$ cat src/rtl/hazard_pkg.sv
// hazard_pkg: shared MDU state encoding, default latencies and counter-width helper
// for the pipeline hazard controller.
`default_nettype none

package hazard_pkg;

  typedef enum logic {
    MDU_IDLE = 1'b0,
    MDU_BUSY = 1'b1
  } mdu_state_e;

  localparam int DEF_MULT_CYCLES = 4;
  localparam int DEF_DIV_CYCLES  = 32;
  localparam int DEF_CNT_W       = 16;

  // Down-counter width: enough for the longer latency, never below one bit.
  function automatic int mdu_cnt_width(input int mult_cycles, input int div_cycles);
    int longest;
    longest = (mult_cycles > div_cycles) ? mult_cycles : div_cycles;
    return ($clog2(longest) < 1) ? 1 : $clog2(longest);
  endfunction

endpackage

`default_nettype wire

$ cat src/rtl/mdu_timer.sv
// mdu_timer: IDLE/BUSY scoreboard for the multi-cycle multiply/divide unit.
// busy_o spans the whole op latency; done_o marks its last busy cycle.
`default_nettype none

module mdu_timer
  import hazard_pkg::*;
#(
  parameter int MULT_CYCLES = DEF_MULT_CYCLES,
  parameter int DIV_CYCLES  = DEF_DIV_CYCLES
) (
  input  logic clk,
  input  logic rst,
  input  logic start_i,
  input  logic is_div_i,
  output logic busy_o,
  output logic done_o
);

  localparam int CW = mdu_cnt_width(MULT_CYCLES, DIV_CYCLES);
  localparam logic [CW-1:0] MULT_LOAD = CW'(MULT_CYCLES - 1);
  localparam logic [CW-1:0] DIV_LOAD  = CW'(DIV_CYCLES - 1);

  mdu_state_e     state_q;
  logic [CW-1:0]  cnt_q;
  logic [CW-1:0]  load_val;
  logic           busy_q;
  logic           done_q;

  assign load_val = is_div_i ? DIV_LOAD : MULT_LOAD;

  // done_q is set one edge early (when the count reaches 1) so it lines up
  // with the cycle in which the counter reads zero.
  always_ff @(posedge clk) begin
    if (rst) begin
      state_q <= MDU_IDLE;
      cnt_q   <= '0;
      busy_q  <= 1'b0;
      done_q  <= 1'b0;
    end else begin
      case (state_q)
        MDU_IDLE: begin
          if (start_i) begin
            state_q <= MDU_BUSY;
            cnt_q   <= load_val;
            busy_q  <= 1'b1;
            done_q  <= (load_val == '0);
          end
        end
        MDU_BUSY: begin
          if (cnt_q == '0) begin
            state_q <= MDU_IDLE;
            busy_q  <= 1'b0;
            done_q  <= 1'b0;
          end else begin
            cnt_q  <= cnt_q - 1'b1;
            done_q <= (cnt_q == CW'(1));
          end
        end
        default: begin
          state_q <= MDU_IDLE;
          busy_q  <= 1'b0;
          done_q  <= 1'b0;
        end
      endcase
    end
  end

  assign busy_o = busy_q;
  assign done_o = done_q;

endmodule

`default_nettype wire

$ cat src/rtl/pipeline_hazard_ctrl.sv
// pipeline_hazard_ctrl: load-use / MDU stall, branch flush and stall counter.
// MDU scoreboard is built only when PIPELINE_HAZARD_MDU_EN is defined.
`default_nettype none

module pipeline_hazard_ctrl
  import hazard_pkg::*;
#(
  parameter int MULT_CYCLES = DEF_MULT_CYCLES,
  parameter int DIV_CYCLES  = DEF_DIV_CYCLES,
  parameter int CNT_W       = DEF_CNT_W
) (
  input  logic             clk,
  input  logic             rst,
  input  logic             ID_EX_MemRead,
  input  logic [4:0]       ID_EX_RegisterRt,
  input  logic [4:0]       IF_ID_RegisterRs,
  input  logic [4:0]       IF_ID_RegisterRt,
  input  logic             IF_ID_UsesMdu,
  input  logic             BranchTaken,
  input  logic             ID_EX_MduStart,
  input  logic             ID_EX_MduIsDiv,
  output logic             PCWrite,
  output logic             IF_ID_Write,
  output logic             ID_EX_Bubble,
  output logic             IF_ID_Flush,
  output logic             mdu_busy,
  output logic             mdu_done,
  output logic [CNT_W-1:0] stall_cycles
);

  logic             load_use;
  logic             mdu_stall;
  logic             stall;
  logic [CNT_W-1:0] stall_cycles_q;
  logic [CNT_W-1:0] stall_cycles_d;

`ifdef PIPELINE_HAZARD_MDU_EN
  mdu_timer #(
    .MULT_CYCLES (MULT_CYCLES),
    .DIV_CYCLES  (DIV_CYCLES)
  ) u_mdu_timer (
    .clk      (clk),
    .rst      (rst),
    .start_i  (ID_EX_MduStart),
    .is_div_i (ID_EX_MduIsDiv),
    .busy_o   (mdu_busy),
    .done_o   (mdu_done)
  );

  assign mdu_stall = mdu_busy && IF_ID_UsesMdu;
`else
  logic unused_mdu;

  assign mdu_busy   = 1'b0;
  assign mdu_done   = 1'b0;
  assign mdu_stall  = 1'b0;
  assign unused_mdu = ^{ID_EX_MduStart, ID_EX_MduIsDiv, IF_ID_UsesMdu,
                        (MULT_CYCLES > 0), (DIV_CYCLES > 0)};
`endif

  // Register 0 is hard-wired, so a load targeting it never creates a dependency.
  assign load_use = ID_EX_MemRead && (ID_EX_RegisterRt != 5'd0) &&
                    ((ID_EX_RegisterRt == IF_ID_RegisterRs) ||
                     (ID_EX_RegisterRt == IF_ID_RegisterRt));

  assign stall        = load_use || mdu_stall;
  assign PCWrite      = !stall;
  assign IF_ID_Write  = !stall;
  assign ID_EX_Bubble = stall;
  // Branch operands are stale while stalled; the branch resolves again next cycle.
  assign IF_ID_Flush  = BranchTaken && !stall;

  always_comb begin
    stall_cycles_d = stall_cycles_q;
    if (stall && (stall_cycles_q != {CNT_W{1'b1}})) begin
      stall_cycles_d = stall_cycles_q + CNT_W'(1);
    end
  end

  always_ff @(posedge clk) begin
    if (rst) begin
      stall_cycles_q <= '0;
    end else begin
      stall_cycles_q <= stall_cycles_d;
    end
  end

  assign stall_cycles = stall_cycles_q;

endmodule

`default_nettype wire

$ cat config.mk
export PLATFORM = sky130hd
export DESIGN_NAME = pipeline_hazard_ctrl
export DESIGN_NICKNAME = d
export VERILOG_FILES = /design/src/rtl/hazard_pkg.sv /design/src/rtl/mdu_timer.sv /design/src/rtl/pipeline_hazard_ctrl.sv
export SDC_FILE = /design/constraint.sdc
export NUM_CORES = 1
export LEC_CHECK = 0
export CAP_MARGIN = 30
export CORE_AREA = 2 2 55 57
export CTS_BUF_LIST = sky130_fd_sc_hd__clkbuf_16
export CTS_CLUSTER_SIZE = 12
export DETAILED_ROUTE_END_ITERATION = 10
export DIE_AREA = 0 0 57 59
export GPL_ROUTABILITY_DRIVEN = 0
export GPL_TIMING_DRIVEN = 0
export PLACE_DENSITY_LB_ADDON = 0.12
export SYNTH_ARGS = -nofsm -noshare
export SYNTH_HDL_FRONTEND = slang
export SYNTH_SLANG_ARGS = --single-unit
$ cat constraint.sdc
create_clock -name clk -period 2.45 [get_ports clk]
set_clock_uncertainty 0.15 [all_clocks]
set_input_delay 0.245 -clock clk [delete_from_list [all_inputs] [get_ports clk]]
set_output_delay 0.245 -clock clk [all_outputs]
set_load 0.01 [all_outputs]
Word-level counts from Yosys, hierarchy flattened
Index checks and enable logic that the tools add are counted.
Cells by class
  $add $sub $neg: 1
  eq/ne operators: 3
  reduce and logical (&&, ||, !) cells: 7
Operator list (number)
  $add 16x1->16 const B: 1
  $ne 16x16->1 const B: 1
  $eq 5x5->1: 2
  $reduce_bool 5->1: 1
  $logic_and 1x1->1: 4
  $logic_not 1->1: 1
  $logic_or 1x1->1: 1
Storage, ports and cells
  bits in registers: 16
  input port bits: 22
  output and inout port bits: 22
  logic and storage cells: 12

Logic depth before layout (Yosys ltp)
Gate-level depths: netlist of the first run.
  depth in word-level cells: 5
  gate-level depth with buffers: 8
  depth with buffers taken out: 6

Least setup slack after synthesis of the first run
Ideal clock, no wire load.
  path type: reg-to-reg
  start: register stall_cycles_q[0] (netlist: stall_cycles[0])
  end: register stall_cycles_q[7] (netlist: stall_cycles[7])
  setup time: 0.070 ns
  arrival: 1.778 ns
  required time: 2.230 ns
  slack: 0.451 ns
  cell stages (with the launch flop): 7
  path buffers: 1
  period minus slack after synthesis: 1.999 ns
  cells stage by stage: dfxtp_1 > ha_1 > and4_1 > a31o_2 > buf_6 > or4_1 > a21oi_1
On the way
  cells in the longest elaborated chain, start to end: 2
  elaborated cells on any way between the ends: 3
  classes of those cells: 1 x add/sub; 1 x eq/ne; 1 x reduce/logical
Ends and longest elaborated chain
  start: declaration: RTL line pipeline_hazard_ctrl.sv:34  | logic [CNT_W-1:0] stall_cycles_q;
  start signal: assignment: RTL line pipeline_hazard_ctrl.sv:84  | stall_cycles_q <= stall_cycles_d;
  branches (longest 2 deep; another with $add 16x1->16)
Several ways; the timed one is not identified.
A chain may end at the register's enable or synchronous reset.

Final worst setup path of the first run
  start: input ID_EX_RegisterRt[1]
  end: output PCWrite
On the way
  cells in the longest elaborated chain, start to end: 4
  elaborated cells on any way between the ends: 7
  classes of those cells: 2 x eq/ne; 5 x reduce/logical
Ends and longest elaborated chain
  start: declaration: RTL line pipeline_hazard_ctrl.sv:15  | input logic [4:0] ID_EX_RegisterRt,
  $eq 5x5->1 (tied with other cells): RTL line pipeline_hazard_ctrl.sv:63  | ((ID_EX_RegisterRt == IF_ID_RegisterRs) ||
  $logic_or 1x1->1 / $logic_and 1x1->1 (equally long branches): RTL line pipeline_hazard_ctrl.sv:63, pipeline_hazard_ctrl.sv:62
  $logic_and 1x1->1 *: RTL line pipeline_hazard_ctrl.sv:62  | assign load_use = ID_EX_MemRead && (ID_EX_RegisterRt != 5'd0) &&
  $logic_not 1->1 *: RTL line pipeline_hazard_ctrl.sv:67  | assign PCWrite = !stall;
  end: declaration: RTL line pipeline_hazard_ctrl.sv:22  | output logic PCWrite,
Every way passes the cells marked *; elsewhere a longest branch is shown, timed or not.

==> results of run 1 <==
==> cell usage after synthesis (all sizes together) <==
cell     n  area [µm²]
nor2     8        30.0
o21a     1        7.51
nand3    6        30.0
a21oi   12        60.1
o21ai    4        20.0
or3      2        12.5
nor3     2        20.0
conb     1        3.75
nand4    5        31.3
o21bai   1        7.51
and4     3        26.3
o311ai   1        8.76
nand3b   1        7.51
nor2b    1        6.26
xor2    10        87.6
inv      4        15.0
ha       1        12.5
clkbuf   1        3.75
or4     10        75.1
o31a     1        8.76
o21ba    1        10.0
or2      1        6.26
a31o     1        8.76
nand2    7        26.3
o31ai    9        67.6
buf      8        60.1
o41ai    3        26.3
o311a    1        10.0
and3     2        12.5
or3b     1        8.76
and2     2        15.0
dfxtp   16         320
a22oi    1        12.5
==> layout make-up <==
type	count	share of cell area (%)
multi-input combinational	100	42.5
timing repair buffer	40	24.9
sequential	16	20.2
clock buffer	3	4.74
buffer	8	4.10
tap	31	2.45
inverter	4	0.947
clock inverter	1	0.237
==> worst max-delay path: stages <==
cell and delay (ps):
clkdlybuf4s50_1 470, or4_4 570, o21ai_2 160, nor2_2 60, inv_1 70, buf_4 100
dlygate4sd2_1 260
==> through the flow <==
stage               TNS (ps)  utilization (%)  hold slack [ps]  area, µm²
finish                     0             58.5              351       1590
global route               0             58.5              376       1590
CTS                        0             58.3              354       1580
detailed placement     -2240             54.7              340       1480
global placement       -2110             54.7              331       1480
floorplan                  0                -              164       1060
==> per-layer routing <==
layer | GRT usage, % | share of wire [%] | wire length (µm) | vias to the layer above
met3 | 4.80 | 6.2 | 191 | 2
met4 | 4.98 | 0.55 | 17 | 0
met1 | 25.3 | 46 | 1400 | 548
met2 | 30.0 | 48 | 1460 | 46
li1 | - | - | - | 574
met5 | 0 | 0 | 0 | -
==> power by group through the flow <==
stage	clock network [mW]	registers [mW]	logic, mW
after floorplan	0	0.268	0.0501
after CTS	0.326	0.262	0.106
final	0.322	0.262	0.106
after global placement	0	0.268	0.101
after global routing	0.340	0.262	0.114
after detailed placement	0	0.268	0.102
==> cell usage in the layout, fill, tap and decap left out, types with 2 or more instances in the layout <==
master            n
buf_4             5
buf_6             3
nand3_1           6
clkbuf_16         3
a21oi_1          12
nand4_1           5
inv_1             4
clkdlybuf4s50_1  31
or3_1             2
or4_1             9
dlymetal6s2s_1    2
nor3_2            2
o21ai_1           2
dlygate4sd2_1     5
and3_1            2
nand2_1           7
and4_1            3
conb_1            2
dfxtp_1          16
nor2_1            7
xor2_1           10
o41ai_1           3
o31ai_1           9
==> logic make-up after synthesis <==
kind of cell	share of synthesized area (%)
AO/OA/AOI/OAI	23.4
XOR/XNOR	8.27
adder cells (fa/ha/maj)	1.18
buffers and inverters	7.45
flip-flops	30.3
other	0.354
AND/OR/NAND/NOR	29.1
==> worst paths after layout <==
path	end	cells after the start	slack [ps]	start
worst max-delay path	PCWrite	7	120	ID_EX_RegisterRt[1]
worst min-delay path	stall_cycles[10]	2	350	stall_cycles[10]
worst max register to register	stall_cycles[2]	6	300	stall_cycles[0]
worst min register to register	stall_cycles[10]	2	350	stall_cycles[10]
==> what timing repair did <==
| action | 4_1_cts | 5_1_grt |
|---|---|---|
| cloned | 0 | 0 |
| buffers inserted | 2 | 0 |
| setup endpoints to repair | 4 | 1 |
| gates resized for setup | 10 | 2 |
| pin swaps | 1 | 1 |
==> results.toml, run 1 <==
[outcome]
status = "finished clean"

[power_and_ir_drop]
p_leak_nw = 0.556
p_sw_mw = 0.157
comb_power_share_pct = 15.3
internal_power_mw = 0.533
power_frac_seq_pct = 38.0
p_per_area_nw_per_um2 = 435
pwr-share-clk_pct = 46.6
finalPower_mw = 0.690
switching_share_pct = 22.8
ir_drop_v = 0.000449

[cts]
cts_tree = "yes"
cts_sinks = 16
htreeDepth = 1
insertion_delay_ps = 250
clkTransAtPathRegs_ps = 50
clockBufferDepth = 2
cts_hold_buf = 0
cts_root_buffer = "clkbuf_16"
cts_made_buffers = 3

[detailed_routing]
drt_first_pass_iters = 4
vias = 1170
wl_um = 3070
ant_nets = 0
wl_per_cell_um = 15.1
drcViolationCount = 0
drt_iter0_drc = 46
viasPerCell = 5.76

[grt]
grtUsageTotal_pct = 18.7
antenna_found_initial = 0
grt_pass1_vias = 1062
grt_pass1_wl_um = 4950
grt_remaining_overflow = 0
grt_max_degree = 19

[cells_and_area]
seq_area_um2 = 320
num_antenna_cells = 0
drive_gt1_share_pct = 12.8
largest_reg_flops = 16
areaGrowthSynthToFinish_pct = 49.8
fin_nets = 196
stdcell_count = 203
fillerInstances = 251
multi_input_area_um2 = 673

[floorplanning]
die_x_um = 57
initial_core_util_pct = 39.1
rows = 19
die_h_um = 59
dieArea_um2 = 3360
io_pins = 44
core_um2 = 2710

[sta]
period_needed_ps = 2330
min_period_over_period_pct = 95.1
hold_violations = 0
fmax_mhz = 429
worst_slack_ps = 120
drv_slew = 0
rsz0062_at_grt = "false"
finalSetupViolations = 0

[worst_setup_path]
arrival_ps = 1940
worstPathMaxFanout = 3
crit_required_ps = 2060
cp-end-kind = "output pin"
cp-start-kind = "input port"
timing_worst_setup_path_type = "input port to output pin"

[place]
dpl.cell_count = 198
place_hpwl_um = 2220
io_buffers = 38
pre_cts_ws_ps = -647

[logic_synthesis]
netlist_area_um2 = 1060
synthCells = 128
synth_cell_types = 37
yosysWarnings = 0
synth-seq-cells = 16
synth_area_per_cell_um2 = 8.27
yosysSeqAreaShare_pct = 30.3

[min_path]
worstHoldPathType = "register to register"

[flow_run]
cap_violations = 0
Power figures use the tool's default switching activity.
==> run 2, diff against run 1 <==
CORE_AREA = 2 2 50 62   (was 2 2 55 57)
DIE_AREA = 0 0 52 64   (was 0 0 57 59)
==> run 2 against run 1 <==
Net effect: non-clock buffer count grew 1; first-iteration DRC count shrank 43%; final area grew 1.0%; global-route usage grew 0.60 points; combinational power is essentially flat; sequential power is essentially flat; power shrank 0.15%; sequential share of layout area shrank 0.21 points; worst setup slack gained 58 ps; clock power is essentially flat; critical endpoint unchanged; largest cell class unchanged.
==> results.toml, run 2 (synthesized netlist as in run 1, its figures left out) <==
[cells_and_area]
drive_gt1_share_pct = 13.3
multi_input_area_um2 = 681
fin_nets = 197
final_common_cell = "clkdlybuf4s50_1"
final_cell_mix = "clkdlybuf4s50_1, dfxtp_1, a21oi_1"
areaGrowthSynthToFinish_pct = 51.3
seq_area_um2 = 320
num_antenna_cells = 0
fillerInstances = 267
largest_reg_flops = 16

[grt]
grt_pass1_vias = 1075
grt_remaining_overflow = 0
grt_pass1_wl_um = 4910
grtUsageTotal_pct = 19.3
antenna_found_initial = 0
grt_max_degree = 19

[sta]
finalSetupViolations = 0
min_period_over_period_pct = 92.8
period_needed_ps = 2270
rsz0062_at_grt = "false"
fmax_mhz = 440
worst_slack_ps = 177
hold_violations = 0
drv_slew = 0

[place]
io_buffers = 38
pre_cts_ws_ps = -629
place_hpwl_um = 2190

[worst_setup_path]
r2r_start = "stall_cycles[0]"
cp-end-kind = "output pin"
cpMaxStageDelayCell = "clkdlybuf4s50_1"
reg2reg_slack_ps = 330
crit_buf_inv = 5
timing_worst_setup_path_type = "input port to output pin"
crit_chain = "clkdlybuf4s50_1 -> xor2_1 -> nor3_2 -> a22oi_2 -> buf_6 -> nor2_2 -> inv_1 -> buf_4 -> dlygate4sd2_1"
slowest_delay_ps = 420
arrival_ps = 1880
cp-start-kind = "input port"
worstPathMaxFanout = 3
crit_required_ps = 2060
r2r_cells = 6
timing.rr.end = "stall_cycles[7]"
crit_family = "buffers and inverters"

[floorplanning]
io_pins = 44
die_x_um = 52
rows = 21
die_h_um = 64
core_um2 = 2710
dieArea_um2 = 3330
initial_core_util_pct = 39.1

[cts]
cts_root_buffer = "clkbuf_16"
cts_sinks = 16
insertion_delay_ps = 250
clkTransAtPathRegs_ps = 50
cts_tree = "yes"
cts_hold_buf = 0
htreeDepth = 1
clockBufferDepth = 2
cts_made_buffers = 3

[min_path]
worstHoldPathType = "register to register"
min-delay-start = "stall_cycles[9]"
min_path_cells = 2
whs_endpoint = "stall_cycles[9]"

[detailed_routing]
ant_nets = 0
drcViolationCount = 0
wl_um = 2890
viasPerCell = 5.57
vias = 1152
wl_per_cell_um = 13.9
drt_first_pass_iters = 4
drt_iter0_drc = 26

[power_and_ir_drop]
ir_drop_v = 0.000312
p_per_area_nw_per_um2 = 430
p_leak_nw = 0.564
finalPower_mw = 0.689

[flow_run]
cap_violations = 0

[outcome]
status = "finished clean"
[run 2: cell count changes in the layout (fill, tap and decap cells not counted), sizes merged]
| cell | delta |
|---|---|
| buf | +1 |
| dlygate4sd2 | +2 |
| clkdlybuf4s50 | -2 |
[run 2: routing by layer]
| metal | share of wire [%] | track usage, % | vias up | routed length (µm) |
|---|---|---|---|---|
| met2 | 52 | 32.1 | 27 | 1510 |
| met3 | 3.5 | 3.27 | 4 | 102 |
| li1 | - | - | 576 | - |
| met1 | 42 | 23.9 | 545 | 1220 |
| met4 | 1.7 | 8.55 | 0 | 49 |
| met5 | 0 | 0 | - | 0 |
[run 2: how the worst max path moves through the flow]
stage                                    from         endpoint  slack [ps]  depth (start not counted)
after floorplan               stall_cycles[0]  stall_cycles[7]         450                          6
after global placement    ID_EX_RegisterRt[0]          PCWrite        -600                         10
after detailed placement  ID_EX_RegisterRt[0]          PCWrite        -630                         10
after CTS                 IF_ID_RegisterRt[0]      IF_ID_Write           3                          8
after global routing      IF_ID_RegisterRt[0]          PCWrite          80                          9
final                     IF_ID_RegisterRt[0]          PCWrite         180                          9
[run 2: timing repair]
| item | 4_1_cts | 5_1_grt |
|---|---|---|
| setup endpoints to repair | 4 | 2 |
| pin swaps | 3 | 1 |
| gates resized for setup | 13 | 2 |
| setup buffers | 2 | 1 |
| hold endpoints to repair | 0 | 0 |
[run 2: area by class of cell]
type                    instances  share of cell area, %
clock inverters                 1                  0.234
inverters                       4                  0.937
clock buffers                   3                   4.69
plain buffers                   8                   4.06
flip-flops and latches         16                   20.0
multi-input cells             100                   42.5
well taps                      34                   2.66
repair buffers                 41                   24.9
[run 2: where the power goes]
part	switching, mW	total [mW]	internal, mW
registers	0.00118	0.262	0.261
clock network	0.104	0.321	0.217
logic	0.0504	0.106	0.0552
[run 2: worst min-delay path: stages (launching register included)]
cell and delay, ps:
dfxtp_1 320, o31ai_1 70, a21oi_1 60
[run 2: metrics by stage]
step	hold slack [ps]	util (%)	cell area, µm²	TNS, ps	cells
floorplan	164	-	1060	0	129
global placement	327	54.9	1490	-2070	201
detailed placement	338	54.9	1490	-2190	201
CTS	348	58.7	1590	0	206
global route	383	59.2	1600	0	207
finish	347	59.2	1600	0	207
